File: config.mk
export PLATFORM = sky130hd
export DESIGN_NAME = tiny_cpu_core
export DESIGN_NICKNAME = d
export VERILOG_FILES = /design/src/rtl/tiny_cpu_core.sv
export SDC_FILE = /design/constraint.sdc
export NUM_CORES = 1
export LEC_CHECK = 0
export CAP_MARGIN = 20
export CORE_ASPECT_RATIO = 1.1
export CORE_MARGIN = 4
export CORE_UTILIZATION = 29
export DETAILED_ROUTE_END_ITERATION = 8
export PLACE_DENSITY = 0.52
export SLEW_MARGIN = 10
export SYNTH_ARGS = -nofsm -noshare
export SYNTH_HDL_FRONTEND = slang
export SYNTH_SLANG_ARGS = --single-unit
export TNS_END_PERCENT = 100
File: constraint.sdc
create_clock -name clk -period 4.5 [get_ports clk]
set_clock_uncertainty 0.1 [all_clocks]
set_input_delay 0.675 -clock clk [delete_from_list [all_inputs] [get_ports clk]]
set_output_delay 0.675 -clock clk [all_outputs]
set_load 0.005 [all_outputs]
File: src/rtl/tiny_cpu_core.sv
// tiny_cpu_core: 8-bit accumulator CPU with a byte-loaded 16x8 program store and four registers.
// Every instruction spends one FETCH and one EXEC cycle; HLT parks the core until start or rst.
module tiny_cpu_core (
    input  logic       clk,
    input  logic       rst,
    input  logic       load_valid,
    input  logic [7:0] load_data,
    output logic       load_ready,
    input  logic       start,
    input  logic [7:0] in_data,
    output logic [7:0] out_data,
    output logic       out_valid,
    output logic       busy,
    output logic       halted,
    output logic [3:0] pc_dbg
);
    localparam int unsigned MEM_DEPTH = 16;
    localparam int unsigned NREGS     = 4;
    localparam int unsigned AW        = $clog2(MEM_DEPTH);
    localparam int unsigned RW        = $clog2(NREGS);

    typedef enum logic [1:0] {
        ST_IDLE,
        ST_FETCH,
        ST_EXEC,
        ST_HALT
    } state_e;

    typedef enum logic [3:0] {
        OP_NOP  = 4'h0,
        OP_LDI  = 4'h1,
        OP_ADDI = 4'h2,
        OP_SUBI = 4'h3,
        OP_LDR  = 4'h4,
        OP_STR  = 4'h5,
        OP_ADD  = 4'h6,
        OP_IN   = 4'h7,
        OP_OUT  = 4'h8,
        OP_JMP  = 4'h9,
        OP_JZ   = 4'hA,
        OP_JC   = 4'hB,
        OP_HLT  = 4'hF
    } op_e;

    state_e        state_q, state_d;
    logic [AW-1:0] pc_q, pc_d;
    logic [AW-1:0] load_ptr_q, load_ptr_d;
    logic [7:0]    acc_q, acc_d;
    logic          carry_q, carry_d;
    logic [7:0]    ir_q, ir_d;
    logic [7:0]    out_data_q, out_data_d;
    logic          out_valid_q, out_valid_d;
    logic [7:0]    regs_q [NREGS];
    logic [7:0]    regs_d [NREGS];
    logic [7:0]    mem_q  [MEM_DEPTH];

    logic          mem_we;
    op_e           op;
    logic [7:0]    imm;
    logic [RW-1:0] rsel;
    logic [8:0]    alu;

    assign op   = op_e'(ir_q[7:4]);
    assign imm  = {4'b0000, ir_q[3:0]};
    assign rsel = ir_q[RW-1:0];

    always_comb begin
        state_d     = state_q;
        pc_d        = pc_q;
        load_ptr_d  = load_ptr_q;
        acc_d       = acc_q;
        carry_d     = carry_q;
        ir_d        = ir_q;
        out_data_d  = out_data_q;
        out_valid_d = 1'b0;
        regs_d      = regs_q;
        mem_we      = 1'b0;
        alu         = '0;
        load_ready  = ((state_q == ST_IDLE) || (state_q == ST_HALT)) && !start;

        unique case (state_q)
            ST_IDLE, ST_HALT: begin
                // start takes precedence, so a byte offered in the same cycle is dropped
                if (start) begin
                    pc_d       = '0;
                    acc_d      = '0;
                    carry_d    = 1'b0;
                    regs_d     = '{default: '0};
                    load_ptr_d = '0;
                    state_d    = ST_FETCH;
                end else if (load_valid) begin
                    mem_we     = 1'b1;
                    load_ptr_d = load_ptr_q + AW'(1);
                end
            end
            ST_FETCH: begin
                ir_d    = mem_q[pc_q];
                pc_d    = pc_q + AW'(1);
                state_d = ST_EXEC;
            end
            ST_EXEC: begin
                state_d = ST_FETCH;
                case (op)
                    OP_LDI: acc_d = imm;
                    OP_ADDI: begin
                        alu              = {1'b0, acc_q} + {1'b0, imm};
                        {carry_d, acc_d} = alu;
                    end
                    OP_SUBI: begin
                        // bit 8 of the 9-bit difference is the borrow
                        alu              = {1'b0, acc_q} - {1'b0, imm};
                        {carry_d, acc_d} = alu;
                    end
                    OP_LDR: acc_d = regs_q[rsel];
                    OP_STR: regs_d[rsel] = acc_q;
                    OP_ADD: begin
                        alu              = {1'b0, acc_q} + {1'b0, regs_q[rsel]};
                        {carry_d, acc_d} = alu;
                    end
                    OP_IN: acc_d = in_data;
                    OP_OUT: begin
                        out_data_d  = acc_q;
                        out_valid_d = 1'b1;
                    end
                    OP_JMP: pc_d = ir_q[AW-1:0];
                    OP_JZ: begin
                        if (acc_q == '0) pc_d = ir_q[AW-1:0];
                    end
                    OP_JC: begin
                        if (carry_q) pc_d = ir_q[AW-1:0];
                    end
                    OP_HLT: state_d = ST_HALT;
                    default: ;
                endcase
            end
            default: state_d = ST_IDLE;
        endcase
    end

    always_ff @(posedge clk) begin
        if (rst) begin
            state_q     <= ST_IDLE;
            pc_q        <= '0;
            load_ptr_q  <= '0;
            acc_q       <= '0;
            carry_q     <= 1'b0;
            ir_q        <= '0;
            out_data_q  <= '0;
            out_valid_q <= 1'b0;
            regs_q      <= '{default: '0};
        end else begin
            state_q     <= state_d;
            pc_q        <= pc_d;
            load_ptr_q  <= load_ptr_d;
            acc_q       <= acc_d;
            carry_q     <= carry_d;
            ir_q        <= ir_d;
            out_data_q  <= out_data_d;
            out_valid_q <= out_valid_d;
            regs_q      <= regs_d;
        end
    end

    // Program store keeps its contents across rst; rst only blocks a pending write
    always_ff @(posedge clk) begin
        if (mem_we && !rst) begin
            mem_q[load_ptr_q] <= load_data;
        end
    end

    assign out_data  = out_data_q;
    assign out_valid = out_valid_q;
    assign busy      = (state_q == ST_FETCH) || (state_q == ST_EXEC);
    assign halted    = (state_q == ST_HALT);
    assign pc_dbg    = pc_q;

endmodule

After elaboration in Yosys (flattened, before gate mapping):

Memory sizes are Yosys's and may differ from the RTL's. A register that Yosys moved wholly into a read port is not among the register bits.
Cells that the tools add are included.

* add/sub/neg operators: 5
* $mul: 0
* divide/modulo/power cells: 0
* magnitude comparators: 2
* eq/ne operators: 22
* shift-type cells: 0
* mux-type cells: 31
* bitwise logic cells: 2
* reduce and logical (&&, ||, !) cells: 19

Operators with widths (count)
* 32-bit 2-to-1 mux: 2
* 32-bit case mux with 2 select lines: 1
* 8-bit case mux with 6 select lines: 1
* 32-bit bitwise mux: 1
* 8-bit 2-to-1 mux: 4
* 4-bit case mux with 3 select lines: 2
* 4-bit == test (second input constant): 5
* 4-bit 2-to-1 mux: 5
* 8-bit binary-select mux with 2-bit select: 1
* 8-bit demux with 2-bit select: 1
* 4-bit by 3-bit == test with 1-bit output (second input constant): 4
* 8-bit case mux with 2 select lines: 1
* 8-bit by 4-bit adder with 9-bit output: 1
* 8-bit by 8-bit adder with 9-bit output: 1
* 3-bit AND reduction: 3
* 8-bit by 4-bit subtractor with 9-bit output: 1
* 4-bit by 1-bit adder with 4-bit output (second input constant): 2
* 4-bit by 2-bit == test with 1-bit output (second input constant): 2
* 8-bit logical NOT: 1
* 4-bit by 1-bit != test with 1-bit output (second input constant): 2
* 1-bit 2-to-1 mux: 7
* 7-bit by 1-bit != test with 1-bit output (second input constant): 1
* 3-bit != test (second input constant): 2
* 2-bit case mux with 3 select lines: 1
* 20 further kinds: 29

* flip-flop bits (word level): 60
* bits in latches: 0
* RAM bits: 128
* bits in read-only memories: 0
* input bits: 20
* output and inout port bits: 16
* word-level logic and storage cells: 93
* memories kept: 1

Memory list
* mem_q: depth 16, bits a word 8, read ports 1, clocked after Yosys merged registers in 1, write ports 1, line 55 `logic [7:0] mem_q [MEM_DEPTH];`

Logic depth before layout (Yosys ltp):

* word-level depth: 8
* gate-level depth with buffers: 11
* gate-level depth less buffers: 10

Worst setup path after synthesis:

OpenSTA, ideal clock, no wires.

* path type: register to register
* start: register ir_q[1] (read register of mem_q)
* end: register acc_q[4]
* setup time: 139 ps
* data arrival time: 2633 ps
* data required time: 4261 ps
* slack: 1629 ps
* cell stages (with the launch flop): 11
* buffers on the path: 1
* clock period less this slack: 2871 ps
* cell sequence: dfxtp_1 > buf_2 > mux4_2 > ha_1 > fa_1 > a21o_1 > a211oi_1 > nor3_1 > a211o_1 > a31oi_1 > a221oi_1

* longest elaborated chain between the ends: 7
* elaborated cells between the ends (all ways): 9
* those cells by class: add/sub (3); mux (5); bitwise (1)

Ends and longest elaborated chain
* start, declared: line 50 `logic [7:0] ir_q, ir_d;`
* 2-bit NOT with 3-bit output (implied by the code): line 114, 117
* 8-bit binary-select mux with 2-bit select: line 114, 117
* 8-bit 2-to-1 mux (implied by the code) (2 in series): line 114, 117
* 8-bit by 8-bit adder with 9-bit output: line 117 `alu = {1'b0, acc_q} + {1'b0, regs_q[rsel]};`
* 8-bit case mux with 6 select lines *: line 103 `case (op)`
* 8-bit case mux with 2 select lines *: line 81 `unique case (state_q)`
* end signal, assigned: line 145 `acc_q <= '0;`
* end signal, assigned: line 155 `acc_q <= acc_d;`
* end, declared: line 48 `logic [7:0] acc_q, acc_d;`

Mark *: on every way between the ends. The rest lies on a longest branch, timed or not. The select of a mux whose other input is x is not followed.
A chain may end at the register's enable or synchronous reset.

Worst setup path after layout:

* start: register ir_q[1] (read register of mem_q)
* end: register carry_q

* longest elaborated chain between the ends: 7
* elaborated cells between the ends (all ways): 9
* those cells by class: add/sub (3); mux (5); bitwise (1)

Ends and longest elaborated chain
* 2-bit NOT with 3-bit output (implied by the code): line 117
* 8-bit binary-select mux with 2-bit select: line 117
* 8-bit 2-to-1 mux (implied by the code) (2 in series): line 117
* 8-bit by 8-bit adder with 9-bit output: line 117
* 1-bit case mux with 3 select lines *: line 103
* 1-bit case mux with 2 select lines *: line 81
* end signal, assigned: line 156 `carry_q <= carry_d;`
* end, declared: line 49 `logic carry_q, carry_d;`

Marks and branches as above.

==> metrics.md <==
| Metric | Value |
|---|---|
| Die ar. | `34400 sq um` |
| Area after DPL | `9860 sq um` |
| Worst-path clk slew | `0.09 ns` |
| Yosys reg bits | `196` |
| Vias in the first global route | `5810` |
| Hold path start | `regs_q[13]$_SDFFE_PP0P_` |
| Hold/Removal Path Class | `flop to flop` |
| Area growth, synth to finish | `15.3%` |
| Cells after synthesis | `683` |
| Met3 Use GR | `0.0228` |
| Cts bufs inserted | `17` |
| Core area | `30800 sq um` |
| R2r setup slk | `1.14 ns` |
| TritonRoute pass-1 iters | `5` |
| Max Transition Viols Final | `0` |
| Port Buf Inserts | `35` |
| Final Hold Viols | `0` |
| Worst r2r src | `ir_q[1]$_SDFFE_PP0P_` |
| Clk buf depth | `2` |
| Hold EP | `regs_q[13]$_SDFFE_PP0P_` |
| Post-synth EDFFs | `128` |
| Status | `completed` |
| Post-CTS resize count | `0` |
| R2R Path End | `carry_q$_SDFFE_PP0P_` |
| Final instance area | `10500 sq um` |
| Max-cap viol count | `0` |
| Crit Path Class | `flop to flop` |
| Die W | `177 microns` |
| Routed length per instance | `18.8 microns` |
| GP Congestion | `0.830` |
| Post-synth ARST share | `0` |
| Total GRT Usage | `0.125` |
| Initial antenna violation count | `0` |
| Fmax achieved | `298 MHz` |
| Slew at the pin with the worst max-slew slack | `0.815 ns` |
| WHS Path Cells | `2` |
| Post-synthesis sequential area ratio | `0.571` |
| Worst reg-to-reg path cell count | `10` |
| Crit path arrival time | `3.58 ns` |
| Clk_lat worst skew | `0.45 ns` |
| CTS tree | `yes` |
| Die Span Y | `194 microns` |
| Crit path launch type | `flop` |
| Worst-path maximum fanout | `10` |
| Share of layout cells above drive strength 1 | `0.118` |
| Area of the mapped netlist | `9120 sq um` |
| Synth cell types | `60` |
| Cts hold-fix bufs | `0` |
| Static leakage | `3.39 nW` |
| Cell count after placement | `1102` |
| Slew Limit Headroom | `0.456` |
| I/O pins | `36` |
| Detailed Place HPWL | `14600 microns` |
| GRT overflow | `0` |
| Clk sinks | `196` |
| Core Rows | `67` |
| CTS H-tree depth | `4` |
| Largest net degree at the start of global routing | `68` |
| Drt drc | `0` |
| Postcts setup bufs | `0` |
| GR peak layer | `met2` |
| Post-layout util | `0.342` |
| Final #Nets | `755` |
| Ys flop type | `edfxtp_1` |
| Post-route clock period utilization | `0.746` |
| Global-route wire length before repair | `33700 microns` |
| Post-route ant nets | `0` |
| Met1 Use GR | `0.162` |
| PwrDens | `383 nW/um^2` |
| Setup crit end kind | `flop` |
| Via Count | `5697` |
| Syn avg cell area | `13.4 sq um` |
| Antenna cells | `0` |
| Required time worst endpoint | `4.73 ns` |
| WL final | `21300 microns` |
| RSZ-0062 raised after global routing | `no` |
| Non-Filler Instances | `1134` |
| Yosys Warn Count | `0` |
| Maximum vdd ir drop | `0.267 mV` |
| Initial Util | `0.296` |
| Clock root cell | `clkbuf_16` |
| Mapped Nets | `731` |
| Fin Setup TNS | `0 ns` |
| Met2 Usage GRT | `0.216` |
| Initial DRC Count | `394` |
| Min Tclk post-route | `3.36 ns` |
| Final setup viols | `0` |
| Via density | `5.02` |
sequential cells by signal, indices dropped and copies added (netlist names):
| signal | flops |
|---|---|
| state_q | 2 |
| pc_dbg | 4 |
| carry_q | 1 |
| ir_q | 8 |
| out_valid | 1 |
| regs_q | 32 |
| acc_q | 8 |
| out_data | 8 |
| load_ptr_q | 4 |
| mem_q | 128 |
final cells by class:
type | instances | area (sq um)
Inverter | 21 | 78.8
Multi-Input combinational cell | 422 | 3610
Fill cell | 3039 | 20200
Sequential cell | 196 | 5210
Timing Repair Buffer | 49 | 450
Clock inverter | 15 | 234
Tap cell | 414 | 518
Clock buffer | 17 | 425
metrics by stage:
step           setup slack (ns)  power [mW]  hold slack [ns]
5_1_grt                   0.902        4.19            0.421
2_1_floorplan              1.63        2.26            0.348
6_report                   1.14        4.03            0.391
3_5_place_dp               1.19        2.40            0.373
3_3_place_gp               1.21        2.40            0.362
4_1_cts                    1.17        4.08            0.395
logic make-up after synthesis:
kind of cell,synth area share
AND/OR/NAND/NOR,0.0921
multiplexers,0.144
XOR/XNOR,0.0134
flip-flops,0.571
buffers and inverters,0.0346
adder cells (fa/ha/maj),0.0409
AO/OA/AOI/OAI,0.104
synth_stat cells (all sizes together) (2+ instances only):
cell type | n | share of area
edfxtp | 128 | 0.42
nor2 | 88 | 0.036
dfxtp | 68 | 0.15
mux4 | 48 | 0.13
nand2 | 38 | 0.016
a32oi | 33 | 0.032
ha | 25 | 0.034
buf | 23 | 0.017
o21ai | 23 | 0.013
a21oi | 21 | 0.012
inv | 21 | 0.0086
clkbuf | 20 | 0.0082
mux2i | 17 | 0.019
nand2b | 10 | 0.0071
nor3 | 10 | 0.0066
nor2b | 8 | 0.0055
xnor2 | 8 | 0.0077
a21o | 7 | 0.0058
nand3 | 6 | 0.0033
xor2 | 6 | 0.0058
a211oi | 5 | 0.0041
a22oi | 5 | 0.0041
a31oi | 5 | 0.0034
or3 | 5 | 0.0034
a2111oi | 4 | 0.0038
nand3b | 4 | 0.0033
o21a | 4 | 0.0033
fa | 3 | 0.0066
nand4 | 3 | 0.0021
nor4 | 3 | 0.0021
nor4b | 3 | 0.0029
o2111ai | 3 | 0.0029
o211ai | 3 | 0.0025
o31ai | 3 | 0.0025
a221oi | 2 | 0.0019
a222oi | 2 | 0.0022
a2bb2oi | 2 | 0.0019
and2 | 2 | 0.0014
or4 | 2 | 0.0016
placed cells by master, fill, tap and decap left out, drive strengths merged, types with 23 or more instances in the layout:
cell / instances
edfxtp: 128
o21ai: 23
inv: 32
dfxtp: 68
ha: 25
clkdlybuf4s50: 34
nor2: 88
a32oi: 33
nand2: 38
mux4: 48
report_power, final:
part / total, mW / switching, mW / internal (mW)
clock: 1.68 / 0.876 / 0.801
sequential: 1.97 / 0.0446 / 1.93
combinational: 0.383 / 0.232 / 0.151
worst max path at each step:
stage	from	endpoint	slack [ns]	cells past startpoint
finish	ir_q[1]$_SDFFE_PP0P_	carry_q$_SDFFE_PP0P_	1.14	10
global route	ir_q[1]$_SDFFE_PP0P_	carry_q$_SDFFE_PP0P_	0.90	10
CTS	ir_q[1]$_SDFFE_PP0P_	carry_q$_SDFFE_PP0P_	1.17	10
detailed placement	ir_q[1]$_SDFFE_PP0P_	carry_q$_SDFFE_PP0P_	1.19	10
global placement	ir_q[1]$_SDFFE_PP0P_	acc_q[4]$_SDFFE_PP0P_	1.21	10
floorplan	ir_q[1]$_SDFFE_PP0P_	acc_q[4]$_SDFFE_PP0P_	1.63	10
layer usage:
| layer | wire length, microns | vias to the layer above |
|---|---|---|
| li1 | - | 2688 |
| met1 | 9250 | 2854 |
| met2 | 10800 | 128 |
| met3 | 829 | 27 |
| met4 | 382 | 0 |
| met5 | 0 | - |
worst max-delay path, stage by stage (launching register included):
cell      delay [ns]
dfxtp_1         0.60
buf_4           0.29
mux4_2          0.54
ha_1            0.23
fa_1            0.43
a211oi_1        0.24
nor2_1          0.12
o31ai_1         0.23
a21oi_1         0.11
a311oi_1        0.22
o21ai_0         0.13
(Power assumes the default switching activity.)
